## src/rtl/regfile_write_arbiter.sv

```systemverilog
// regfile_write_arbiter
//   Shares the single write port of the 32x64 register file between NREQ
//   writeback sources. Grants are round-robin, use a valid/ready handshake
//   per source, and pass through one registered output stage that drives the
//   regfile write port directly. Writes to X31, the hard-wired zero register,
//   are accepted but never reach the regfile; they are counted instead.
//
// Ports
//   clk            rising-edge clock
//   rst_n          synchronous reset, active-low
//   arb_en         1 = new grants allowed, 0 = freeze (registered write still commits)
//   req_valid      [NREQ]     requester i has a pending write
//   req_reg        [NREQ*AW]  destination index of requester i at [i*AW +: AW]
//   req_data       [NREQ*DW]  write data of requester i at [i*DW +: DW]
//   req_ready      [NREQ]     one-hot grant; a transfer is valid & ready
//   RegWrite       regfile write enable
//   WriteRegister  regfile write index
//   WriteData      regfile write data
//   zero_drop_cnt  saturating count of accepted writes to X31
module regfile_write_arbiter #(
  parameter int NREQ = 3,
  parameter int DW   = 64,
  parameter int AW   = 5
) (
  input  logic                 clk,
  input  logic                 rst_n,
  input  logic                 arb_en,
  input  logic [NREQ-1:0]      req_valid,
  input  logic [NREQ*AW-1:0]   req_reg,
  input  logic [NREQ*DW-1:0]   req_data,
  output logic [NREQ-1:0]      req_ready,
  output logic                 RegWrite,
  output logic [AW-1:0]        WriteRegister,
  output logic [DW-1:0]        WriteData,
  output logic [15:0]          zero_drop_cnt
);

  localparam int PW = (NREQ > 1) ? $clog2(NREQ) : 1;
  localparam logic [AW-1:0] ZERO_REG = AW'(31);

  logic [PW-1:0]   ptr_reg, ptr_next;
  logic [NREQ-1:0] grant;
  logic [PW-1:0]   grant_idx;
  logic            xfer;
  logic            zero_hit;
  logic [AW-1:0]   sel_reg;
  logic [DW-1:0]   sel_data;

  logic            regwrite_reg;
  logic [AW-1:0]   wreg_reg;
  logic [DW-1:0]   wdata_reg;
  logic [15:0]     zcnt_reg;

  // Rotating priority scan: offset k from the pointer is tried in order, the
  // first valid requester found wins. At most one grant bit can be set.
  always_comb begin
    int  idx;
    logic found;
    grant     = '0;
    grant_idx = '0;
    found     = 1'b0;
    idx       = 0;
    for (int k = 0; k < NREQ; k++) begin
      idx = int'(ptr_reg) + k;
      if (idx >= NREQ) idx = idx - NREQ;
      for (int i = 0; i < NREQ; i++) begin
        if (!found && (i == idx) && req_valid[i]) begin
          grant[i]  = 1'b1;
          grant_idx = PW'(i);
          found     = 1'b1;
        end
      end
    end
  end

  assign req_ready = (rst_n && arb_en) ? grant : '0;
  assign xfer      = |req_ready;

  // Each requester's fields are masked by its own ready bit before being
  // OR-ed together, so unknown values on non-granted inputs cannot leak
  // into the selected write.
  logic [AW-1:0] reg_masked  [NREQ];
  logic [DW-1:0] data_masked [NREQ];

  generate
    for (genvar gi = 0; gi < NREQ; gi++) begin : g_mask
      assign reg_masked[gi]  = req_reg[gi*AW +: AW]  & {AW{req_ready[gi]}};
      assign data_masked[gi] = req_data[gi*DW +: DW] & {DW{req_ready[gi]}};
    end
  endgenerate

  always_comb begin
    sel_reg  = '0;
    sel_data = '0;
    for (int i = 0; i < NREQ; i++) begin
      sel_reg  = sel_reg  | reg_masked[i];
      sel_data = sel_data | data_masked[i];
    end
  end

  assign zero_hit = xfer && (sel_reg == ZERO_REG);

  // The pointer moves just past whoever was served, so every valid
  // requester is reached within NREQ grants.
  always_comb begin
    ptr_next = ptr_reg;
    if (xfer) begin
      if (grant_idx == PW'(NREQ - 1)) ptr_next = '0;
      else                            ptr_next = grant_idx + PW'(1);
    end
  end

  always_ff @(posedge clk) begin
    if (!rst_n) begin
      ptr_reg      <= '0;
      regwrite_reg <= 1'b0;
      wreg_reg     <= '0;
      wdata_reg    <= '0;
      zcnt_reg     <= '0;
    end else begin
      ptr_reg      <= ptr_next;
      regwrite_reg <= xfer && !zero_hit;
      // Index/data only move on a real write; otherwise they hold.
      if (xfer && !zero_hit) begin
        wreg_reg  <= sel_reg;
        wdata_reg <= sel_data;
      end
      if (zero_hit && (zcnt_reg != 16'hFFFF)) begin
        zcnt_reg <= zcnt_reg + 16'd1;
      end
    end
  end

  // A write still sitting in the output stage when reset arrives must not
  // commit at that edge, so the enable is also qualified by rst_n.
  assign RegWrite      = regwrite_reg & rst_n;
  assign WriteRegister = wreg_reg;
  assign WriteData     = wdata_reg;
  assign zero_drop_cnt = zcnt_reg;

endmodule

```

## config.mk

```make
export PLATFORM = sky130hd
export DESIGN_NAME = regfile_write_arbiter
export DESIGN_NICKNAME = d
export VERILOG_FILES = /design/src/rtl/regfile_write_arbiter.sv
export SDC_FILE = /design/constraint.sdc
export NUM_CORES = 1
export LEC_CHECK = 0
export ABC_AREA = 1
export CORE_MARGIN = 2
export CORE_UTILIZATION = 25
export CTS_CLUSTER_SIZE = 25
export DETAILED_ROUTE_END_ITERATION = 6
export DONT_BUFFER_PORTS = 1
export PLACE_DENSITY_LB_ADDON = 0.3
export SETUP_SLACK_MARGIN = 0.1
export SLEW_MARGIN = 15
export SYNTH_ARGS = -nofsm -noshare
export SYNTH_HDL_FRONTEND = slang
export SYNTH_SLANG_ARGS = --single-unit
```

## constraint.sdc

```tcl
create_clock -name clk -period 2.9 [get_ports clk]
set_clock_uncertainty 0.2 [all_clocks]
set_input_delay 0.58 -clock clk [delete_from_list [all_inputs] [get_ports clk]]
set_output_delay 0.58 -clock clk [all_outputs]
set_load 0.01 [all_outputs]
```

==> summary.md, run 1 <==
| Metric | Value |
|---|---|
| Distinct cells, synth | 30 |
| Critical path data arrival time | 1.91 ns |
| Cells after Synth | 896 |
| Post-synth top cells | nand2_1 (313), nor2_1 (167), nand3_1 (106) |
| FF-to-FF setup slack | 0.24 ns |
| N_diodes | 0 |
| Final GP Congestion | 0.808 |
| Worst-case clock buffer depth | 2 |
| Pwr dens | 588 nW/µm² |
| Ports | roughly 300 |
| Area delta synth->final | 22.8% |
| H-tree depth | 3 |
| Hold-critical path depth | 2 |
| Final Non-Filler Cells | roughly 1,200 |
| Post-Route WL | between 20,000 and 25,000 µm |
| Yosys top cell area share | 0.331 |
| Clock power share | 0.340 |
| Core Region | between 20,000 and 25,000 µm² |
| Post-synthesis instance area | 5320 µm² |
| Final Cycle Share | 0.928 |
| Count of warnings emitted by yosys | 0 |
| Final hold violation count | 0 |
| Compound-Gate Fraction of Synth Area | 0.0732 |
| DRC violations left | 0 |
| Routed length per instance | between 15 and 20 µm |
| CTS Root Cell | clkbuf_16 |
| Leak Pwr | 2.94 nW |
| Worst r2r dst | WriteData[48] |
| Status | finished, final reports clean |
| Top cells by area, synth | dfxtp_1 (33%), nand2_1 (22%), nor2_1 (12%), nand3_1 (10%), a21oi_1 (6.0%) |
| Hold path start | rst_n |
| #FFs+latches synth | 88 |
| Asr flop ratio synth | 0 |
| Rel. slew slack | 0.614 |
| Worst-Skew Late Latency | 0.35 ns |
| Largest net degree at the start of global routing | 81 |
| Total Power | ~3.8 mW |
| Slowest-stage cell, CP | dfxtp_4 |
| Switching share of total power | 0.338 |
| Count leader, synth | nand2_1 |
| Path depth of the worst reg2reg path | 16 |
| Total gr overflow | 0 |
| Critical path fanouts, max | 5 |
| Worst Hold Class | primary input to register |
| Nets | 1,113 |
| Number of flip-flops under the largest register name | 64 |
| Kind of critical path | register to primary output |
| Share of layout cells above drive strength 1 | 0.129 |
| Cell internal pwr | 2.54 mW |
| Worst slew pin tran | 0.578 ns |
| Clk pin slew, worst setup/hold paths | 0.07 ns |
| Top_reg_cell synth | dfxtp_1 |
| Port buffer count | 0 |
| Final ANT Viol Nets | 0 |
| Startpoint Class | register |
| GRT Total Usage | 0.165 |
| Slowest stage delay, CP | 0.36 ns |
| Combinational Power Share | 0.248 |
| FP Rows | 53 |
| Max cap viols | 0 |
| TritonCTS Buffers | 9 |
| Count of final setup violators | 0 |
| Seq/Total Area, Yosys | 0.331 |
| Setup tns final | 0 ns |
| WHS Endpoint | WriteData[37] |
| RSZ-0062 raised after global routing | no |
| Sink Count | between 80 and 90 |
| Largest family of logic cells by synthesized area | simple AND/OR/NAND/NOR gates |
| P_sw | 1.30 mW |
| Synth Area in Simple Gates | 0.500 |
| Vias in the first global route | 5,060 |
| Period minus WS final | roughly 2.7 ns |
| Fmax | 371 MHz |
| Detailed placement HPWL | 13,800 µm |
| Initial antenna violation count | 0 |
| Vias | 5,646 |
| Post-synth net total | 1,112 |
| DP Cell Count | 1,135 |
| EDFF count, synth | 0 |
| Data required time at the worst endpoint | 2.12 ns |
| Initial Utilization | 0.254 |
| Max VDD drop | 0.260 mV |
| Die area | about 22,000 µm² |
| Mux share of post-synthesis cell area | 0 |
| Reg2reg start | ptr_reg[0] |
| Initial DRC Count | 172 |
| XOR/XNOR share of the synthesized area | 0.00165 |
| CTS tree | done |
| Fill cells | roughly 2,400 |
| Setup crit end kind | primary output |
| Die height | 150 µm |
| WHS | 0.166 ns |
| Adder-cell share of the synthesized area | 0.00706 |
| Die width | 150 µm |
| Register share of total power | 0.412 |
| Critical path cell sequence | ha_4, nand2_4, nand4_2, nor2_4, nand4_4, a21oi_4, buf_6, buf_12 |
| Avg Synthesized Cell Area | between 5 and 6 µm² |
| Routed vias/inst | 4.80 |
| DRT Pass-1 Iters | 5 |
| Global-route wire length before repair | 28,400 µm |
| Max-slew violations | 0 |
| Dominant cell type by area after synthesis | dfxtp_1 |
[metal layers]
metal / vias up / global-route usage / wire length [µm]
met5: - / 0 / 0
met4: 0 / 0.0505 / 342
met3: 21 / 0.0595 / 1740
met2: 224 / 0.263 / 9920
met1: 2553 / 0.209 / 8890
li1: 2848 / - / -
[logic make-up (layout without fill, tap and decap cells)]
logic type	Yosys count	after routing
simple gates	628	629
fa+ha+maj	3	3
flops	88	88
compound gates	73	73
xor+xnor	1	1
buf+inv	103	108
[worst max path at each step]
stage / start / to / slack [ns] / cells after the start
global route: ptr_reg[0] / req_ready[1] / 0.09 / 9
floorplan: ptr_reg[0] / req_ready[2] / 0.41 / 12
detailed placement: ptr_reg[0] / WriteData[47] / 0.09 / 15
finish: ptr_reg[1] / req_ready[1] / 0.21 / 8
global placement: ptr_reg[0] / WriteData[36] / 0.14 / 15
CTS: ptr_reg[1] / req_ready[1] / 0.14 / 8
[worst max-delay path: cells and delay by family (launching register included)]
kind | cells | cell delay, ns
simple gates | 4 | 0.47
compound gates | 1 | 0.22
fa+ha+maj | 1 | 0.25
buf+inv | 2 | 0.26
flops | 1 | 0.36
[layout by cell type (no fill, tap or decap), types with 5 or more instances in the layout]
cell type,count
buf_12,7
dfxtp_1,86
nand3_1,99
nand3_2,16
nor3_1,7
a21oi_1,62
nand2_4,5
inv_1,38
nand4_1,7
nor2_1,166
buf_4,20
nand2_2,9
buf_6,5
nand2_1,304
clkbuf_16,15
inv_2,6
[stage by stage]
step | area, µm² | setup slack, ns | utilization
after global placement | 5600 | 0.140 | 0.267
after detailed placement | 5600 | 0.0945 | 0.267
final | 6530 | 0.208 | 0.312
after floorplan | 5320 | 0.412 | -
after global routing | 6530 | 0.0859 | 0.312
after CTS | 6140 | 0.142 | 0.293
[final cells by class]
cell class / count / area, µm² / share of cell area
Sequential cell: 88 / 1770 / 0.271
Tap cell: 275 / 344 / 0.0527
Multi-Input combinational cell: 706 / 3250 / 0.498
Clock inverter: 4 / 76.3 / 0.0117
Clock buffer: 12 / 246 / 0.0378
Timing Repair Buffer: 44 / 652 / 0.0999
Inverter: 48 / 190 / 0.0291
[power groups by stage]
stage	Sequential [mW]	Clock (mW)	Combinational (mW)
finish	1.58	1.31	0.953
global route	1.60	1.40	1.09
CTS	1.59	1.34	0.909
detailed placement	1.61	0	0.842
global placement	1.62	0	0.833
floorplan	1.56	0	0.681
[repair_timing]
item                                    4_1_cts  5_1_grt
pin swaps                                     4       12
gates resized for setup                      18       33
endpoints found under the setup margin       23       89
hold buffers                                  0        0
buffers inserted                              6        8
gates cloned                                  3        9
Power figures use the tool's default switching activity.
==> inputs of run 2 (changes only) <==
--- a/config.mk
+++ b/config.mk
@@ -6,8 +6,9 @@
 export NUM_CORES = 1
 export LEC_CHECK = 0
 export ABC_AREA = 1
-export CORE_MARGIN = 2
+export CORE_MARGIN = 8
 export CORE_UTILIZATION = 25
+export CTS_BUF_LIST = sky130_fd_sc_hd__clkbuf_8
 export CTS_CLUSTER_SIZE = 25
 export DETAILED_ROUTE_END_ITERATION = 6
 export DONT_BUFFER_PORTS = 1
==> summary.md, run 2 (synthesis results as in run 1) <==
| Metric | Value |
|---|---|
| Data required time at the worst endpoint | 2.12 ns |
| Fmax | 373 MHz |
| Area occupied by multi-input gates | 3180 µm² |
| Share of layout cells above drive strength 1 | 0.102 |
| Startpoint Class | register |
| Final ANT Viol Nets | 0 |
| Worst-case clock buffer depth | 2 |
| Clk pin slew, worst setup/hold paths | 0.09 ns |
| Hold-critical path depth | 2 |
| Post-route design area | 6050 µm² |
| Die area | 26,200 µm² |
| Total gr overflow | 0 |
| TritonCTS Buffers | 9 |
| Ports | 302 |
| Final Non-Filler Cells | 1,164 |
| Core Region | 21,000 µm² |
| Die height | 162 µm |
| Detailed placement HPWL | between 15,000 and 20,000 µm |
| Critical path data arrival time | 1.90 ns |
| Die width | about 160 µm |
| Port buffer count | 0 |
| H-tree depth | 3 |
| Initial Utilization | 0.254 |
| Number of flip-flops under the largest register name | 64 |
| Max-slew violations | 0 |
| Worst Hold Class | primary input to register |
| Area occupied by registers | 1760 µm² |
| Count of final setup violators | 0 |
| DRC violations left | 0 |
| GRT Total Usage | 0.147 |
| Worst slew pin tran | ~0.55 ns |
| Global-route wire length before repair | 30,300 µm |
| CTS tree | done |
| Setup tns final | 0 ns |
| Final GP Congestion | 0.880 |
| Vias in the first global route | around 5,200 |
| Rel. slew slack | 0.629 |
| Fill cells | 2,425 |
| Placed cell areas | 5600 µm² |
| Initial antenna violation count | 0 |
| Largest net degree at the start of global routing | 81 |
| Commonest non-fill, non-tap cell in the layout | nand2_1 |
| Vias | 5,560 |
| Initial DRC Count | a little under 400 |
| Worst-Skew Late Latency | 0.37 ns |
| Kind of critical path | register to primary output |
| Status | finished, final reports clean |
| DRT Pass-1 Iters | 5 |
| Routed length per instance | approximately 18 µm |
| Routed vias/inst | between 4 and 5 |
| Post-Route WL | approximately 21,000 µm |
| FP Rows | 53 |
| WHS | 0.145 ns |
| RSZ-0062 raised after global routing | yes |
| CTS Hold Bufs | 0 |
| DP Cell Count | 1,135 |
| Final Cycle Share | 0.925 |
| Final hold violation count | 0 |
| FF-to-FF setup slack | 0.29 ns |
| Area delta synth->final | 13.9% |
| Nets | 1,100 |
| Sink Count | 88 |
| Path depth of the worst reg2reg path | 17 |
| Max cap viols | 0 |
| Period minus WS final | 2.68 ns |
| Critical path fanouts, max | 12 |
| Max VDD drop | 0.208 mV |
| Leak Pwr | 2.73 nW |
| Pwr dens | ~560 nW/µm² |
| Setup crit end kind | primary output |
| N_diodes | 0 |
| Commonest cells after routing, fill and taps aside | nand2_1 (309), nor2_1 (166), nand3_1 (101), dfxtp_1 (86), a21oi_1 (64) |
| CTS Root Cell | clkbuf_8 |
run 2: routing by layer:
layer	wire length (µm)	global-route usage
met3	2320	0.0640
met1	8110	0.172
met2	9930	0.240
met4	259	0.0412
met5	0	0
run 2: final timing paths:
check	start	endpoint
setup / recovery	ptr_reg[0]	req_ready[1]
hold / removal	rst_n	WriteData[39]
setup reg to reg	ptr_reg[0]	WriteData[14]
hold reg to reg	WriteData[51]	WriteData[51]
run 2: critical path: stages, from the launching register on:
cell and delay (ns):
dfxtp_2 0.34, inv_1 0.07, ha_4 0.26, nand2_4 0.08, nand4_2 0.12, nor2_4 0.15
nand4_4 0.11, a21oi_4 0.21, buf_6 0.19
run 2: through the flow:
stage	util	setup slack, ns	power, mW
2_1_floorplan	-	0.412	2.24
3_3_place_gp	0.267	0.190	2.46
3_5_place_dp	0.267	0.131	2.47
4_1_cts	0.283	0.0963	3.43
5_1_grt	0.289	0.0710	3.65
6_report	0.289	0.217	3.39
run 2: repair_timing:
action,in CTS,in global routing
pin swaps,4,3
hold endpoints to repair,0,0
setup buffers,6,4
gates cloned,2,1
endpoints found under the setup margin,3,90
gates resized for setup,13,15
run 2: cell type report:
type	count	share of cell area
Clock buffer	10	0.0227
Clock inverter	6	0.00971
Inverter	48	0.0314
Multi-Input combinational cell	705	0.526
Sequential cell	88	0.291
Tap cell	275	0.0568
Timing Repair Buffer	31	0.0608
Timing Repair inverter	1	0.00124
run 2: where the power goes:
group	switching (mW)	total (mW)	internal, mW	leakage [nW]
Combinational	0.552	0.913	0.361	1.90
Clock	0.464	0.882	0.418	0.105
Sequential	0.215	1.59	1.38	0.721
Total	1.23	3.39	2.16	2.73
==> inputs of run 3 (changes only) <==
--- a/config.mk
+++ b/config.mk
@@ -6,7 +6,6 @@
 export NUM_CORES = 1
 export LEC_CHECK = 0
 export ABC_AREA = 1
-export CORE_MARGIN = 8
 export CORE_UTILIZATION = 25
 export CTS_BUF_LIST = sky130_fd_sc_hd__clkbuf_8
 export CTS_CLUSTER_SIZE = 25
@@ -14,7 +13,7 @@
 export DONT_BUFFER_PORTS = 1
 export PLACE_DENSITY_LB_ADDON = 0.3
 export SETUP_SLACK_MARGIN = 0.1
-export SLEW_MARGIN = 15
+export SLEW_MARGIN = 20
 export SYNTH_ARGS = -nofsm -noshare
 export SYNTH_HDL_FRONTEND = slang
 export SYNTH_SLANG_ARGS = --single-unit
==> summary.md, run 3 (synthesis results as in run 1) <==
| Metric | Value |
|---|---|
| Period minus WS final | about 2.7 ns |
| DRC violations left | 0 |
| Largest net degree at the start of global routing | 81 |
| Setup crit end kind | primary output |
| FP Rows | 52 |
| Final Cycle Share | 0.920 |
| Fmax | 375 MHz |
| Routed length per instance | 15.9 µm |
| Critical path data arrival time | ~1.9 ns |
| Sink Count | 88 |
| Clk pin slew, worst setup/hold paths | about 0.090 ns |
| Leak Pwr | 2.69 nW |
| Count of final setup violators | 0 |
| Clock power share | 0.278 |
| GRT Total Usage | 0.164 |
| N_diodes | 0 |
| Cell internal pwr | 2.21 mW |
| DP Cell Count | between 1,000 and 1,500 |
| Rel. slew slack | 0.646 |
| CTS Root Cell | clkbuf_8 |
| CTS Hold Bufs | 0 |
| Port buffer count | 0 |
| Data required time at the worst endpoint | approximately 2.1 ns |
| Share of layout cells above drive strength 1 | 0.0965 |
| Critical path fanouts, max | 6 |
| Max VDD drop | 0.184 mV |
| Worst Hold Class | primary input to register |
| Final hold violation count | 0 |
| H-tree depth | 3 |
| Initial antenna violation count | 0 |
| Final ANT Viol Nets | 0 |
| FF-to-FF setup slack | 0.25 ns |
| Die height | roughly 150 µm |
| Worst-case clock buffer depth | 2 |
| Max-slew violations | 0 |
| Startpoint Class | register |
| Ports | 302 |
| Total gr overflow | 0 |
| Routed vias/inst | 4.77 |
| Kind of critical path | register to primary output |
| Worst slew pin tran | between 0.5 and 0.6 ns |
| Max cap viols | 0 |
| Placed cell areas | 5610 µm² |
| Area delta synth->final | 13.4% |
| CTS tree | done |
| DRT Pass-1 Iters | 5 |
| TritonCTS Buffers | 9 |
| Total Power | 3.44 mW |
| Commonest non-fill, non-tap cell in the layout | nand2_1 |
| Vias | 5,493 |
| Post-Route WL | between 15,000 and 20,000 µm |
| Detailed placement HPWL | ~14,000 µm |
| Die area | 21,900 µm² |
| Die width | 148 µm |
| Initial Utilization | 0.259 |
| Nets | between 1,000 and 1,500 |
| Setup tns final | 0 ns |
| Vias in the first global route | 5,077 |
| Switching share of total power | 0.357 |
| Worst-Skew Late Latency | about 0.37 ns |
| Global-route wire length before repair | 27,800 µm |
| Combinational Power Share | 0.261 |
| Register share of total power | 0.460 |
| P_sw | 1.23 mW |
| RSZ-0062 raised after global routing | no |
| Core Region | ~20,000 µm² |
| Number of flip-flops under the largest register name | 64 |
| Initial DRC Count | 243 |
| Post-route design area | approximately 6000 µm² |
| Commonest cells after routing, fill and taps aside | nand2_1 (309), nor2_1 (166), nand3_1 (100), dfxtp_1 (86), a21oi_1 (64) |
| Final GP Congestion | 0.837 |
| Final Non-Filler Cells | 1,151 |
| Status | finished, final reports clean |
| Pwr dens | 570 nW/µm² |
run 3: final cells by class:
| type | instances | area, µm² |
|---|---|---|
| multi-input combinational | 705 | 3200 |
| clock buffer | 9 | 124 |
| timing repair buffer | 25 | 327 |
| fill | 2362 | 14500 |
| clock inverter | 6 | 85.1 |
| tap | 270 | 338 |
| inverter | 48 | 188 |
| sequential | 88 | 1760 |
run 3: per-layer routing:
metal | vias up | GRT usage | share of wire | wire [µm]
li1 | 2789 | - | - | -
met2 | 224 | 0.275 | 0.47 | 8570
met4 | 0 | 0.0474 | 0.016 | 295
met5 | - | 0 | 0 | 0
met1 | 2460 | 0.200 | 0.42 | 7750
met3 | 20 | 0.0540 | 0.093 | 1710
run 3: worst max-delay path, stage by stage, from the launching register on:
cell and delay [ns]:
dfxtp_2 0.37, inv_1 0.05, ha_1 0.21, nand2_2 0.13, nand4_4 0.09, nor2_4 0.15, nand3_2 0.11, nand3_4 0.11
nand2_4 0.08, inv_4 0.10, buf_8 0.12
run 3: power by group through the flow:
stage          logic [mW]  registers (mW)  clock network [mW]
6_report            0.899            1.58               0.956
5_1_grt              1.04            1.60                1.05
4_1_cts             0.882            1.59                1.01
3_5_place_dp        0.856            1.62                   0
3_3_place_gp        0.846            1.62                   0
2_1_floorplan       0.681            1.56                   0
run 3: final timing paths:
path,cells past startpoint,endpoint,startpoint
worst max-delay path,10,req_ready[0],ptr_reg[1]
worst min-delay path,2,WriteData[34],rst_n
worst max register to register,16,WriteData[32],ptr_reg[0]
worst min register to register,2,WriteData[54],WriteData[54]
run 3: stage by stage:
step | setup WS (ns) | hold slack, ns | utilization
final | 0.231 | 0.142 | 0.293
after global routing | 0.101 | 0.102 | 0.293
after CTS | 0.144 | 0.0925 | 0.286
after detailed placement | 0.133 | 0.312 | 0.273
after global placement | 0.202 | 0.305 | 0.273
after floorplan | 0.412 | 0.285 | -
run 3: timing repair:
item / in CTS / in global routing
gates resized for setup: 9 / 23
pin swaps: 3 / 5
setup endpoints to repair: 3 / 88
cloned: 0 / 1
endpoints found under the hold margin: 0 / 0
buffers inserted: 4 / 2
